### src/rtl/mem_port_master_pkg.sv
// ----------------------------------------------------------------------------
// Module : mem_port_master_pkg
// Brief  : Memory-port op encodings, master FSM states and op decode helpers.
// Rev    : 1.0  initial release
// ----------------------------------------------------------------------------
`default_nettype none

package mem_port_master_pkg;

  localparam logic [2:0] MEM_OP_LW  = 3'd0;
  localparam logic [2:0] MEM_OP_LB  = 3'd1;
  localparam logic [2:0] MEM_OP_LBU = 3'd2;
  localparam logic [2:0] MEM_OP_SW  = 3'd3;
  localparam logic [2:0] MEM_OP_SB  = 3'd4;

  typedef enum logic [1:0] {
    ST_IDLE      = 2'd0,
    ST_ACCESS    = 2'd1,
    ST_READ_WAIT = 2'd2,
    ST_RESP      = 2'd3
  } mem_state_t;

  function automatic logic op_is_load(input logic [2:0] op);
    return (op == MEM_OP_LW) || (op == MEM_OP_LB) || (op == MEM_OP_LBU);
  endfunction

  function automatic logic op_is_store(input logic [2:0] op);
    return (op == MEM_OP_SW) || (op == MEM_OP_SB);
  endfunction

  function automatic logic op_is_byte(input logic [2:0] op);
    return (op == MEM_OP_LB) || (op == MEM_OP_LBU) || (op == MEM_OP_SB);
  endfunction

  function automatic logic op_is_known(input logic [2:0] op);
    return op_is_load(op) || op_is_store(op);
  endfunction

endpackage

`default_nettype wire

### src/rtl/mem_port_master_byte_ext.sv
// ----------------------------------------------------------------------------
// Module : mem_byte_ext
// Brief  : Combinational load-data extension (LW pass, LB sign, LBU zero).
// Rev    : 1.0  initial release
// ----------------------------------------------------------------------------
`default_nettype none

module mem_byte_ext
  import mem_port_master_pkg::*;
#(
  parameter int WIDTH = 32
) (
  input  logic [WIDTH-1:0] data,
  input  logic [2:0]       op,
  output logic [WIDTH-1:0] result
);

  always_comb begin
    result = '0;
    case (op)
      MEM_OP_LW:  result = data;
      MEM_OP_LB:  result = {{(WIDTH-8){data[7]}}, data[7:0]};
      MEM_OP_LBU: result = {{(WIDTH-8){1'b0}}, data[7:0]};
      default:    result = '0;
    endcase
  end

endmodule

`default_nettype wire

### src/rtl/mem_port_master.sv
// ----------------------------------------------------------------------------
// Module : mem_port_master
// Brief  : Load/store initiator for the synchronous data memory port.
//          Optional feature macro: MEM_ALIGN_CHECK_EN (misaligned LW/SW error).
// Rev    : 1.0  initial release
// ----------------------------------------------------------------------------
`default_nettype none

module mem_port_master
  import mem_port_master_pkg::*;
#(
  parameter int WIDTH      = 32,
  parameter int ADDR_WIDTH = 32
) (
  input  logic                  clk,
  input  logic                  reset,
  input  logic                  req_valid,
  output logic                  req_ready,
  input  logic [2:0]            req_op,
  input  logic [ADDR_WIDTH-1:0] req_addr,
  input  logic [WIDTH-1:0]      req_wdata,
  output logic                  rsp_valid,
  input  logic                  rsp_ready,
  output logic [WIDTH-1:0]      rsp_rdata,
  output logic                  rsp_err,
  output logic [ADDR_WIDTH-1:0] mem_addr,
  output logic [WIDTH-1:0]      mem_data_in,
  input  logic [WIDTH-1:0]      mem_data_out,
  output logic                  mem_master_enable,
  output logic                  mem_write_enable,
  output logic                  mem_byte_enable
);

  mem_state_t            r_state, w_state_nxt;
  logic [2:0]            r_op, w_op_nxt;
  logic                  r_req_ready, w_req_ready_nxt;
  logic                  r_rsp_valid, w_rsp_valid_nxt;
  logic [WIDTH-1:0]      r_rsp_rdata, w_rsp_rdata_nxt;
  logic                  r_rsp_err, w_rsp_err_nxt;
  logic [ADDR_WIDTH-1:0] r_mem_addr, w_mem_addr_nxt;
  logic [WIDTH-1:0]      r_mem_data_in, w_mem_data_in_nxt;
  logic                  r_mem_en, w_mem_en_nxt;
  logic                  r_mem_we, w_mem_we_nxt;
  logic                  r_mem_be, w_mem_be_nxt;
  logic [WIDTH-1:0]      w_ext_data;
  logic                  w_misaligned;

`ifdef MEM_ALIGN_CHECK_EN
  assign w_misaligned = ((req_op == MEM_OP_LW) || (req_op == MEM_OP_SW)) &&
                        (req_addr[1:0] != 2'b00);
`else
  assign w_misaligned = 1'b0;
`endif

  mem_byte_ext #(.WIDTH(WIDTH)) u_byte_ext (
    .data   (mem_data_out),
    .op     (r_op),
    .result (w_ext_data)
  );

  always_comb begin
    w_state_nxt       = r_state;
    w_op_nxt          = r_op;
    w_req_ready_nxt   = 1'b0;
    w_rsp_valid_nxt   = r_rsp_valid;
    w_rsp_rdata_nxt   = r_rsp_rdata;
    w_rsp_err_nxt     = r_rsp_err;
    w_mem_addr_nxt    = r_mem_addr;
    w_mem_data_in_nxt = r_mem_data_in;
    w_mem_en_nxt      = 1'b0;
    w_mem_we_nxt      = 1'b0;
    w_mem_be_nxt      = 1'b0;
    case (r_state)
      ST_IDLE: begin
        w_req_ready_nxt = 1'b1;
        if (req_valid && r_req_ready) begin
          w_req_ready_nxt = 1'b0;
          w_op_nxt        = req_op;
          if (w_misaligned) begin
            w_state_nxt     = ST_RESP;
            w_rsp_valid_nxt = 1'b1;
            w_rsp_rdata_nxt = '0;
            w_rsp_err_nxt   = 1'b1;
          end else if (!op_is_known(req_op)) begin
            // Unknown ops take the store timing but never strobe memory
            w_state_nxt = ST_ACCESS;
          end else begin
            w_state_nxt       = ST_ACCESS;
            w_mem_addr_nxt    = req_addr;
            w_mem_data_in_nxt = (req_op == MEM_OP_SB) ?
                                {{(WIDTH-8){1'b0}}, req_wdata[7:0]} : req_wdata;
            w_mem_en_nxt      = 1'b1;
            w_mem_we_nxt      = op_is_store(req_op);
            w_mem_be_nxt      = op_is_byte(req_op);
          end
        end
      end
      ST_ACCESS: begin
        if (op_is_load(r_op)) begin
          w_state_nxt = ST_READ_WAIT;
        end else begin
          w_state_nxt     = ST_RESP;
          w_rsp_valid_nxt = 1'b1;
          w_rsp_rdata_nxt = '0;
          w_rsp_err_nxt   = !op_is_known(r_op);
        end
      end
      ST_READ_WAIT: begin
        w_state_nxt     = ST_RESP;
        w_rsp_valid_nxt = 1'b1;
        w_rsp_rdata_nxt = w_ext_data;
        w_rsp_err_nxt   = 1'b0;
      end
      ST_RESP: begin
        // Handshake returns to IDLE with req_ready already up for next cycle
        if (rsp_ready) begin
          w_state_nxt     = ST_IDLE;
          w_rsp_valid_nxt = 1'b0;
          w_req_ready_nxt = 1'b1;
        end
      end
      default: w_state_nxt = ST_IDLE;
    endcase
  end

  always_ff @(posedge clk or negedge reset) begin
    if (!reset) begin
      r_state       <= ST_IDLE;
      r_op          <= '0;
      r_req_ready   <= 1'b0;
      r_rsp_valid   <= 1'b0;
      r_rsp_rdata   <= '0;
      r_rsp_err     <= 1'b0;
      r_mem_addr    <= '0;
      r_mem_data_in <= '0;
      r_mem_en      <= 1'b0;
      r_mem_we      <= 1'b0;
      r_mem_be      <= 1'b0;
    end else begin
      r_state       <= w_state_nxt;
      r_op          <= w_op_nxt;
      r_req_ready   <= w_req_ready_nxt;
      r_rsp_valid   <= w_rsp_valid_nxt;
      r_rsp_rdata   <= w_rsp_rdata_nxt;
      r_rsp_err     <= w_rsp_err_nxt;
      r_mem_addr    <= w_mem_addr_nxt;
      r_mem_data_in <= w_mem_data_in_nxt;
      r_mem_en      <= w_mem_en_nxt;
      r_mem_we      <= w_mem_we_nxt;
      r_mem_be      <= w_mem_be_nxt;
    end
  end

  assign req_ready         = r_req_ready;
  assign rsp_valid         = r_rsp_valid;
  assign rsp_rdata         = r_rsp_rdata;
  assign rsp_err           = r_rsp_err;
  assign mem_addr          = r_mem_addr;
  assign mem_data_in       = r_mem_data_in;
  assign mem_master_enable = r_mem_en;
  assign mem_write_enable  = r_mem_we;
  assign mem_byte_enable   = r_mem_be;

endmodule

`default_nettype wire
### config.mk
export PLATFORM = sky130hd
export DESIGN_NAME = mem_port_master
export DESIGN_NICKNAME = d
export VERILOG_FILES = /design/src/rtl/mem_port_master_pkg.sv /design/src/rtl/mem_port_master_byte_ext.sv /design/src/rtl/mem_port_master.sv
export SDC_FILE = /design/constraint.sdc
export NUM_CORES = 1
export LEC_CHECK = 0
export BUFFER_PORTS_ARGS = -buffer_cell sky130_fd_sc_hd__buf_2
export CAP_MARGIN = 25
export CORE_MARGIN = 2
export CORE_UTILIZATION = 35
export DETAILED_ROUTE_END_ITERATION = 8
export GPL_TIMING_DRIVEN = 0
export HOLD_SLACK_MARGIN = 0.03
export REMOVE_ABC_BUFFERS = 1
export SYNTH_ARGS = -nofsm -noshare
export SYNTH_HDL_FRONTEND = slang
export SYNTH_HIERARCHICAL = 1
export SYNTH_SLANG_ARGS = --single-unit
### constraint.sdc
create_clock -name clk -period 5.1 [get_ports clk]
set_input_delay 0.51 -clock clk [delete_from_list [all_inputs] [get_ports clk]]
set_output_delay 0.51 -clock clk [all_outputs]
set_load 0.005 [all_outputs]
==> results.md <==
* 9 — Inserted Clock Buffers
* 36 — synth unique cells
* 4.90 — Via-to-Cell Ratio
* done — clock tree from TritonCTS
* 706 — post-layout instance count excluding filler cells
* 41 — # rows
* 0 — post-CTS sizing
* 3.30 nW — leakage power of the design
* 0 — number of setup buffers added after CTS
* 2.65 ns — Arr. time, crit path
* 36.2% — effective utilization at floorplan
* 0.00970 ns — Fin Clk Skew
* 0.0128 mm² — Core ar.
* 0.745 — weighted congestion reported at the end of routability-driven placement
* 3 — H-tree lvl count
* flip-flop — startpoint type of the worst setup path
* sky130_fd_sc_hd__buf_2 — commonest non-fill, non-tap cell in the layout
* 46.6% — final period utilization
* 8170 µm — detailed placement HPWL
* reg2reg — type of the setup path with the least slack
* 0 — setup-violating endpoint count in the final report
* 3 — worst reg-to-reg path cell count
* 0 — final max-slew violation count
* 16.3% — Total GRT Usage
* 100% — share of synthesized registers carrying an async set or reset
* 119 µm — Die Width
* 2.37 ns — final worst path period need
* 32 — maximum fanout count along the critical path
* 107 — clock tree sinks
* 5.38 ns — Req. time, crit path
* 58.0% — share of Yosys cell area claimed by the top area cell type
* 13.9 µm² — Avg Cell Area, Syn
* 333 — Post-Syn Instances
* 571 mW/mm² — power per standard cell area
* 0.07 ns — clock-pin slew on the worst setup and hold paths
* no — unrepaired setup endpoints after global routing
* 66 — maximum number of pins on one net before global-route repair
* 18,300 µm — first-pass GRT wire length
* 690 — DP Cell Count
* 16.1 µm — WL/cell
* 0 — number of remaining DRC errors
* 58.0% — sequential-to-total area share from yosys stat
* sky130_fd_sc_hd__dfrtp_1 — Synth area leader
* 204 — Port Buffers
* 37.8% — worst max-slew margin expressed relative to the limit
* 55.4% — fraction of final layout cells sized beyond drive strength 1
* flip-flop — Worst setup EP type
* 637 — number of nets in the layout
* 205 — number of top-level pins
* 119 µm — height of the chip
* 2 — maximum number of buffers from clock root to sink
* 0.00462 mm² — netlist area before placement
* 421 MHz — achievable frequency
* 0 — number of hold violations in the final report
* 0.34 ns — source-to-sink clock delay at the later pin of the worst-skew pair
* 0.0141 mm² — Die Footprint
* 3,438 — number of global-route vias before repair
* 1 — number of antenna violations at the first check in global routing
* 0 — count of flip-flops with a built-in enable after synthesis
* 0 — number of diodes
* sky130_fd_sc_hd__dfrtp_1 — Primary FF master, synth
* 0 — antenna-violating nets left
* 0 ns — sum of negative setup slack
* 107 — #FFs+latches synth
* 32.5% — Layout Area Growth over Synthesis
* 0.933 ns — slew at the pin closest to its max-slew limit
* in2async — min-delay worst type
* sky130_fd_sc_hd__dfrtp_1 (58%), sky130_fd_sc_hd__a22o_1 (11%), sky130_fd_sc_hd__mux2_4 (8.1%) — leading post-synthesis cells by cell area
* completed — status
* 11,400 µm — overall routed net length
* 156 — drt initial violations
* 3,457 — total number of vias
* 4 — Pre-antenna DRT Iters
* 6 — number of warning messages in the yosys log
* 0 — # Max-Cap Violations
* sky130_fd_sc_hd__clkbuf_16 — CTS root buf
* sky130_fd_sc_hd__buf_2 (203), sky130_fd_sc_hd__dfrtp_1 (107), sky130_fd_sc_hd__a22o_1 (56), sky130_fd_sc_hd__nand2b_1 (27), sky130_fd_sc_hd__mux2_4 (25) — highest-count cells in the layout ignoring fill and taps
* 252 µV — IR Drop Worst-Case VDD
* 0 — post-cts hold buffer count
* 0 — total congestion overflow
## worst paths after layout
| path | from | end | slack, ns |
|---|---|---|---|
| max in group asynchronous | reset | mem_addr[6] | 4.20 |
| worst min-delay path | reset | rsp_rdata[17] | 0.18 |
| worst max-delay path | r_op[0] | rsp_rdata[28] | 2.73 |
| min in group clk | req_wdata[30] | mem_data_in[30] | 0.38 |
| worst min register to register | mem_addr[12] | mem_addr[12] | 0.50 |
| worst max register to register | r_op[0] | rsp_rdata[28] | 2.73 |
## worst max-delay path, cell delays in order, from the launching register on
cell and delay [ns]:
sky130_fd_sc_hd__dfrtp_1 0.88, sky130_fd_sc_hd__a21oi_1 0.37, sky130_fd_sc_hd__a21oi_4 0.81, sky130_fd_sc_hd__a22o_1 0.24
## stage by stage
step                power (mW)  area, µm²  util [%]  hold WS (ns)  worst slack, ns
floorplan                 2.13       4460         -         0.214             2.71
global placement          2.70       5700      44.6         0.483             1.44
detailed placement        2.81       5810      45.5         0.486             2.74
CTS                       3.54       6120      47.9         0.210             2.73
global route              3.74       6120      47.9         0.217             2.52
finish                    3.49       6120      47.9         0.176             2.73
## area by class of cell
class / count / area [µm²]
inverters: 7 / 26.3
repair buffers: 208 / 1120
multi-input cells: 196 / 1770
clock buffers: 10 / 239
clock inverters: 6 / 68.8
well taps: 172 / 215
fillers: 1153 / 6650
flip-flops and latches: 107 / 2680
## synthesized netlist by cell type (3+ instances only)
library cell,n
sky130_fd_sc_hd__mux2_4,25
sky130_fd_sc_hd__ha_1,5
sky130_fd_sc_hd__a21oi_2,21
sky130_fd_sc_hd__a22o_1,56
sky130_fd_sc_hd__nand2b_1,27
sky130_fd_sc_hd__nor2_1,3
sky130_fd_sc_hd__mux2_2,18
sky130_fd_sc_hd__and2_1,9
sky130_fd_sc_hd__dfrtp_1,107
sky130_fd_sc_hd__buf_2,13
sky130_fd_sc_hd__inv_1,7
sky130_fd_sc_hd__buf_6,6
sky130_fd_sc_hd__a21oi_1,10
## flip-flops by register name (all words and copies together) (netlist names)
register,flops
mem_master_enable,1
mem_data_in,32
r_op,3
rsp_err,1
mem_write_enable,1
req_ready,1
rsp_valid,1
mem_byte_enable,1
mem_addr,32
r_state,2
rsp_rdata,32
## routing by layer
| metal | vias up | global-route usage (%) | routed length (µm) |
|---|---|---|---|
| met4 | 2 | 5.36 | 134 |
| met3 | 12 | 5.65 | 1040 |
| met1 | 1691 | 21.0 | 5020 |
| met2 | 163 | 25.8 | 5170 |
| li1 | 1589 | - | - |
| met5 | - | 0 | 13 |
## kinds of logic (layout without fill, tap and decap cells)
kind of cell    after synthesis  in the layout  synth area share, %
simple gates                 51             51                 6.88
xor+xnor                      1              1                0.190
flops                       107            107                 58.0
fa+ha+maj                     5              5                 1.35
buf+inv                      30            231                 3.95
compound gates               96             96                 17.1
mux                          43             43                 12.5
## power by group
group          total, mW  internal [mW]  switching [mW]
clock              0.713          0.399           0.314
combinational       1.37          0.740           0.626
sequential          1.41           1.19           0.221
total               3.49           2.33            1.16
Power figures use the tool's default switching activity.
